File: src/rtl/mem_rd_master.sv
// mem_rd_master: single-outstanding load master with extraction, sign extension and read timeout
module mem_rd_master #(
  parameter int TIMEOUT_CYCLES = 256
) (
  input  logic        clock,
  input  logic        reset,
  input  logic        req_valid_i,
  output logic        req_ready_o,
  input  logic [31:0] req_addr_i,
  input  logic [1:0]  req_size_i,
  input  logic        req_unsigned_i,
  output logic        resp_valid_o,
  input  logic        resp_ready_i,
  output logic [31:0] resp_data_o,
  output logic        resp_err_o,
  output logic        arvalid_o,
  input  logic        arready_i,
  output logic [31:0] araddr_o,
  input  logic        rvalid_i,
  output logic        rready_o,
  input  logic [31:0] rdata_i,
  input  logic [1:0]  rresp_i
);
  typedef enum logic [2:0] {IDLE, AR, R, RESP, DRAIN} state_t;
  state_t      state;
  logic [1:0]  off_q;
  logic [1:0]  size_q;
  logic        uns_q;
  logic [15:0] cnt;
  logic        drain_q;
  logic        mis;
  logic [7:0]  b;
  logic [15:0] h;
  logic [31:0] ext;
  always_comb begin
    mis = req_size_i == 2'b11 || (req_size_i == 2'b01 && req_addr_i[0]) ||
          (req_size_i == 2'b10 && req_addr_i[1:0] != 2'b00);
    b   = rdata_i[{off_q, 3'b000} +: 8];
    h   = rdata_i[{off_q[1], 4'b0000} +: 16];
    ext = size_q == 2'b00 ? {{24{~uns_q & b[7]}}, b} :
          size_q == 2'b01 ? {{16{~uns_q & h[15]}}, h} : rdata_i;
  end
  assign req_ready_o  = state == IDLE;
  assign arvalid_o    = state == AR;
  assign rready_o     = state == R || state == DRAIN;
  assign resp_valid_o = state == RESP;
  always_ff @(posedge clock) begin
    if (reset) begin
      state       <= IDLE;
      off_q       <= '0;
      size_q      <= '0;
      uns_q       <= 1'b0;
      cnt         <= '0;
      drain_q     <= 1'b0;
      araddr_o    <= '0;
      resp_data_o <= '0;
      resp_err_o  <= 1'b0;
    end else begin
      case (state)
        IDLE: if (req_valid_i) begin
          off_q  <= req_addr_i[1:0];
          size_q <= req_size_i;
          uns_q  <= req_unsigned_i;
          if (mis) begin
            state       <= RESP;
            resp_err_o  <= 1'b1;
            resp_data_o <= '0;
          end else begin
            state    <= AR;
            araddr_o <= {req_addr_i[31:2], 2'b00};
          end
        end
        AR: if (arready_i) begin
          state <= R;
          cnt   <= '0;
        end
        // rvalid_i takes priority over the terminal count
        R: if (rvalid_i) begin
          state       <= RESP;
          resp_err_o  <= rresp_i != 2'b00;
          resp_data_o <= rresp_i != 2'b00 ? 32'd0 : ext;
        end else if (cnt == 16'(TIMEOUT_CYCLES - 1)) begin
          state       <= RESP;
          resp_err_o  <= 1'b1;
          resp_data_o <= '0;
          drain_q     <= 1'b1;
        end else begin
          cnt <= cnt + 16'd1;
        end
        RESP: if (resp_ready_i) state <= drain_q ? DRAIN : IDLE;
        DRAIN: if (rvalid_i) begin
          drain_q <= 1'b0;
          state   <= IDLE;
        end
        default: state <= IDLE;
      endcase
    end
  end
endmodule

File: config.mk
export PLATFORM = sky130hd
export DESIGN_NAME = mem_rd_master
export DESIGN_NICKNAME = d
export VERILOG_FILES = /design/src/rtl/mem_rd_master.sv
export SDC_FILE = /design/constraint.sdc
export NUM_CORES = 1
export LEC_CHECK = 0
export CORE_MARGIN = 2
export CORE_UTILIZATION = 46
export CTS_CLUSTER_SIZE = 25
export DETAILED_ROUTE_END_ITERATION = 8
export PLACE_DENSITY = 0.8
export SLEW_MARGIN = 25
export SYNTH_ARGS = -nofsm -noshare
export SYNTH_HDL_FRONTEND = slang
export SYNTH_SLANG_ARGS = --single-unit
export TNS_END_PERCENT = 10
File: constraint.sdc
create_clock -name clock -period 2.4 [get_ports clock]
set_input_delay 0.36 -clock clock [delete_from_list [all_inputs] [get_ports clock]]
set_output_delay 0.36 -clock clock [all_outputs]
set_load 0.01 [all_outputs]
### Word level (Yosys, flattened, before mapping)

Index checks and enable logic that the tools add are counted.

| storage, ports and cells | value |
|---|---|
| ROM bits | 0 |
| memories kept | 0 |
| output and inout bits | 69 |
| RAM bits | 0 |
| bits in latches | 0 |
| input port bits | 75 |
| logic and storage cells | 81 |
| bits in registers | 88 |

| operators by class | value |
|---|---|
| multipliers | 0 |
| $lt $le $gt $ge | 0 |
| divide/modulo/power cells | 0 |
| equal/unequal tests | 18 |
| shifts and indexed selects | 2 |
| add/sub/neg operators | 1 |
| reduce and logical (&&, ||, !) cells | 18 |
| bitwise operators | 4 |
| muxes and demuxes | 29 |

Operator list:

| cell | count |
|---|---|
| 32-bit two-way mux | 7 |
| 32-bit one-hot mux with 2 select lines | 1 |
| 16-bit two-way mux | 3 |
| 16-bit one-hot mux with 2 select lines | 1 |
| 32-bit by 6-bit variable part select with 16-bit output | 1 |
| 32-bit by 6-bit variable part select with 8-bit output | 1 |
| 3-bit two-way mux | 7 |
| 16-bit by 1-bit adder with 16-bit output (second input constant) | 1 |
| 16-bit by 8-bit equality test with 1-bit output (second input constant) | 1 |
| 3-bit one-hot mux with 5 select lines | 1 |
| 4-bit AND reduction | 3 |
| 2-bit nonzero test | 5 |
| 2-bit by 1-bit != test with 1-bit output (second input constant) | 4 |
| 2-bit != test (second input constant) | 4 |
| 3-bit by 2-bit equality test with 1-bit output (second input constant) | 2 |
| 1-bit two-way mux | 6 |
| 5-bit AND reduction | 1 |
| 2-bit by 1-bit equality test with 1-bit output (second input constant) | 2 |
| 2-bit equality test (second input constant) | 2 |
| 1-bit one-hot mux with 2 select lines | 2 |
| 3-bit by 1-bit equality test with 1-bit output (second input constant) | 1 |
| 3-bit equality test (second input constant) | 1 |
| 3-bit zero test | 1 |
| 1-bit logical OR | 3 |
| 8 further kinds | 11 |

### Depth between registers and ports, before layout

| logic depth | value |
|---|---|
| depth after elaboration | 7 |
| mapped depth | 7 |
| depth with buffers taken out | 5 |

### Worst setup path before layout

OpenSTA, ideal clock, no wires.

| path | value |
|---|---|
| path type | register to register |
| start point | register cnt[12] |
| end point | register resp_data_o[10] |
| path slack | 0.488 ns |
| arrival time | 1.768 ns |
| cell stages (with the launch flop) | 6 |
| required time | 2.256 ns |
| buffers on the path | 1 |
| period minus slack after synthesis | 1.912 ns |
| cell sequence | dfxtp_1 > or4_4 > nor4_4 > o211a_1 > buf_2 > o32ai_1 |

| between the ends | value |
|---|---|
| cells in the longest elaborated chain, start to end | 3 |

Ends and longest elaborated chain:

| element | RTL line | RTL |
|---|---|---|
| start: declaration | 29 | `logic [15:0] cnt;` |
| start signal: assignment | 88 | `cnt <= cnt + 16'd1;` |
| 16-bit by 8-bit equality test with 1-bit output | 82 | `end else if (cnt == 16'(TIMEOUT_CYCLES - 1)) begin` |
| 3-bit by 2-bit != test with 1-bit output (no line) | - |  |
| 4-bit AND reduction (no line) | - |  |
| end signal: assignment | 81 | `resp_data_o <= rresp_i != 2'b00 ? 32'd0 : ext;` |
| end: declaration | 14 | `output logic [31:0] resp_data_o,` |

No other way between the ends.
A chain may end at the register's enable or synchronous reset.

### Final worst setup path

| path | value |
|---|---|
| start point | register state[2] |
| end point | output resp_valid_o |

| between the ends | value |
|---|---|
| cells in the longest elaborated chain, start to end | 1 |

Ends and longest elaborated chain:

| element | RTL line | RTL |
|---|---|---|
| start: declaration | 25 | `state_t state;` |
| start signal: assignment | 90 | `RESP: if (resp_ready_i) state <= drain_q ? DRAIN : IDLE;` |
| 3-bit by 2-bit equality test with 1-bit output | 46 | `assign resp_valid_o = state == RESP;` |
| end: declaration | 12 | `output logic resp_valid_o,` |

No other way between the ends.

==> results.md <==
* Final period utilization at 93.0%
* # diodes at 0
* XOR/XNOR Fraction of Synth Area at 0.206%
* Hold Crit Depth at 2
* Achievable Freq at approximately 450 MHz
* DR DRC count at 0
* Post-route ant nets at 0
* Yosys Warn Count at 0
* Final #Nets at 673
* Setup Skew at 0.0149 ns
* Cell taking the most area after synthesis: dfxtp_1
* # setup viols final at 0
* Post-synth top flop: dfxtp_1
* Clock Sinks at 88
* Number of cell rows at 35
* Post-CTS Setup Bufs at 0
* Crit Reg-Reg Endpoint: resp_data_o[24]$_SDFFE_PP0P_
* RSZ-0062 raised after global routing: no
* WL/cell at 16.9 um
* Slowest stage delay, CP at 0.53 ns
* Final weighted congestion in routability-driven placement at roughly 0.81
* CP endpoint kind: primary output
* Top cell type's share of synthesized area at between 40 and 50%
* P&R area growth vs syn at 41.7%
* R2R Setup Slk at between 0.2 and 0.25 ns
* Placed Instances at around 700
* Core footprint at roughly 0.0091 mm^2
* Status: completed
* Initial antenna violation count at 0
* Syn Area/Cell at 9.27 um^2
* IO buf count at approximately 140
* Post-synthesis instance total at between 400 and 500
* Worst-Margin Slew at about 0.78 ns
* Largest net degree at the start of global routing at 45
* Worst R2R Path Depth at 4
* Chip height at 100 um
* Worst Hold Class: input port to flip-flop
* Buf+Inv Stages, Crit Path at 2
* Worst EP required at 2.04 ns
* Post-place setup slack at roughly 0.082 ns
* Cell Chain, Critical Path: buf_4, nor2b_1, and2_1, clkdlybuf4s50_1
* Die width at between 100 and 150 um
* DP HPWL at 8.68 mm
* Met2 Use GR at between 30% and 40%
* Pre-antenna DRT Iters at 5
* Worst EP arrival at 1.87 ns
* Met1 Usage GRT at 30.4%
* Dominant cells by area after synthesis: dfxtp_1, mux2i_1, o32ai_1
* Synthesized flop and latch total at 88
* Hold buffer count at cts at 0
* Final WS setup at ~0.17 ns
* Largest family of logic cells by synthesized area: compound AO/OA/AOI/OAI gates
* R2R Path Start: off_q[1]$_SDFFE_PP0P_
* Adder-Cell Fraction of Synth Area at 0.295%
* Die Footprint at 0.0100 mm^2
* Worst skew pair latency at around 0.35 ns
* Final Hold Fails at 0
* Multiplexer area fraction after synthesis at between 10% and 20%
* CTS tree: yes
* Simple-Gate Fraction of Synth Area at 16.2%
* Pwr dens at 557 mW/mm^2
* Maxcap violations at 0
* Distinct cell type count of the synthesized netlist at 56
* Final max-slew violation count at 0
* H-tree depth at 3
* GRT Residual Overflow at 0
* FILL cells at 760
* Share of layout cells above drive strength 1 at a little under a tenth
* Count of cells resized by post-cts repair at 0
* Crit start category: flip-flop
* Global-route wire length before repair at about 20 mm
* Leak pwr at 2.24 nW
* Gr usage total at about a quarter
* Grt met3 use at 6.96%
* Clock root cell: clkbuf_8
* Post-synth EDFFs at 0
* Worst rel slew slack at 48.1%
* Initial Utilization at ~47%
* Seq/Total Area, Yosys at 41.5%
* Initial DRC count at 245
* Hold Crit Endpoint: drain_q$_SDFFE_PP0P_
* Routed vias/inst at 5.85
* Post-Layout Cell Count at approximately 700
* Hold path startpoint: reset
* Power Total at 0.00335 W
* Post-synthesis async set-or-reset flop share at 0%
* Clock Path Buffers at 2
* Ports at 144
* Num CTS Buffers at 9
* CP top delay family: buffers and inverters
* Cell area after synthesis at 0.00424 mm^2
* Clk pin slew, worst setup/hold paths at approximately 0.10 ns
* Routed vias at 4174
* Fin crit period at 2.23 ns
* Cell with the most instances after synthesis: dfxtp_1
* IR drop worst, VDD at 349 uV
* Top cells by count, synth: dfxtp_1, nor2_1, mux2i_1, inv_1, o32ai_1
* Critical path class: flip-flop to primary output
* Vias in the first global route at 4012
* Most used routing layer: met2
* Max stage delay cell, worst path: clkdlybuf4s50_1
* Synth Area in Compound Gates at 21.8%
* Max FO, Critical Path at 9
* Final WL at 12.0 mm
cell families (layout without fill, tap and decap cells):
group	count (synthesis)	in the layout
AND/OR/NAND/NOR	128	128
AO/OA/AOI/OAI	121	121
flip-flops	88	88
buffers and inverters	72	215
multiplexers	46	46
adder cells (fa/ha/maj)	1	1
other	1	2
XOR/XNOR	1	1
metal layers:
layer / up-vias / routed length (um)
li1: 1992 / -
met3: 24 / 1040
met1: 1987 / 5020
met2: 171 / 5720
met5: - / 0
met4: 0 / 250
state kept, by name (all words and copies together) (netlist names):
| name | flops |
|---|---|
| resp_data_o | 32 |
| state | 3 |
| resp_err_o | 1 |
| drain_q | 1 |
| uns_q | 1 |
| cnt | 16 |
| size_q | 2 |
| off_q | 2 |
| araddr_o | 30 |
cells in the final DEF, fill, tap and decap left out, drive strengths merged, types with 3 or more instances in the layout:
cell type        n
clkdlybuf4s50  140
inv             39
o32ai           32
a21oi           18
and4             3
o21ai            6
nor4b            3
o31ai            9
nand4            5
o211ai           5
clkbuf           9
a211oi           3
nor3             5
o221ai           8
buf             21
nand2b           3
o21a             3
mux4             7
clkinv           6
nand2            8
nand3            7
o22ai            8
or4             11
o22a            16
mux2i           38
nor2            68
dfxtp           88
how the worst max path moves through the flow:
| stage | start | to | cells after the start |
|---|---|---|---|
| after floorplan | cnt[12]$_SDFFE_PP0P_ | resp_data_o[10]$_SDFFE_PP0P_ | 5 |
| after global placement | req_size_i[0] | araddr_o[14]$_SDFFE_PP0P_ | 6 |
| after detailed placement | rvalid_i | cnt[11]$_SDFFE_PP0P_ | 5 |
| after CTS | state[2]$_SDFFE_PP0P_ | resp_valid_o | 4 |
| after global routing | off_q[1]$_SDFFE_PP0P_ | resp_data_o[27]$_SDFFE_PP0P_ | 4 |
| final | state[2]$_SDFFE_PP0P_ | resp_valid_o | 4 |
power breakdown:
group / leakage [nW] / switching [W] / internal, W
clock: 0.0944 / 0.000560 / 0.000388
sequential: 0.713 / 0.0000405 / 0.00152
combinational: 1.44 / 0.000402 / 0.000436
total: 2.24 / 0.00100 / 0.00234
cell type report:
class | instances | area [um^2] | area share [%]
clock buffer | 9 | 124 | 2.06
clock inverter | 7 | 53.8 | 0.895
inverter | 38 | 143 | 2.37
multi-input combinational | 299 | 2200 | 36.6
sequential | 88 | 1760 | 29.3
tap | 111 | 139 | 2.31
timing repair buffer | 161 | 1590 | 26.4
metrics by stage:
step | util (%) | hold slack [ns] | cell area [um^2] | TNS [ns]
2_1_floorplan | - | 0.451 | 4250 | 0
3_3_place_gp | 63.7 | 0.463 | 5810 | -1.15
3_5_place_dp | 64.1 | 0.467 | 5830 | 0
4_1_cts | 66.0 | 0.280 | 6010 | 0
5_1_grt | 66.0 | 0.284 | 6010 | 0
6_report | 66.0 | 0.294 | 6010 | 0
worst register-to-register path, cell delays in order (launching register included):
cell,delay [ns]
dfxtp_1,0.64
mux2i_1,0.29
o311ai_0,0.20
o211ai_2,0.67
o32ai_1,0.22
Note: power is estimated with default switching activity, not from simulation.
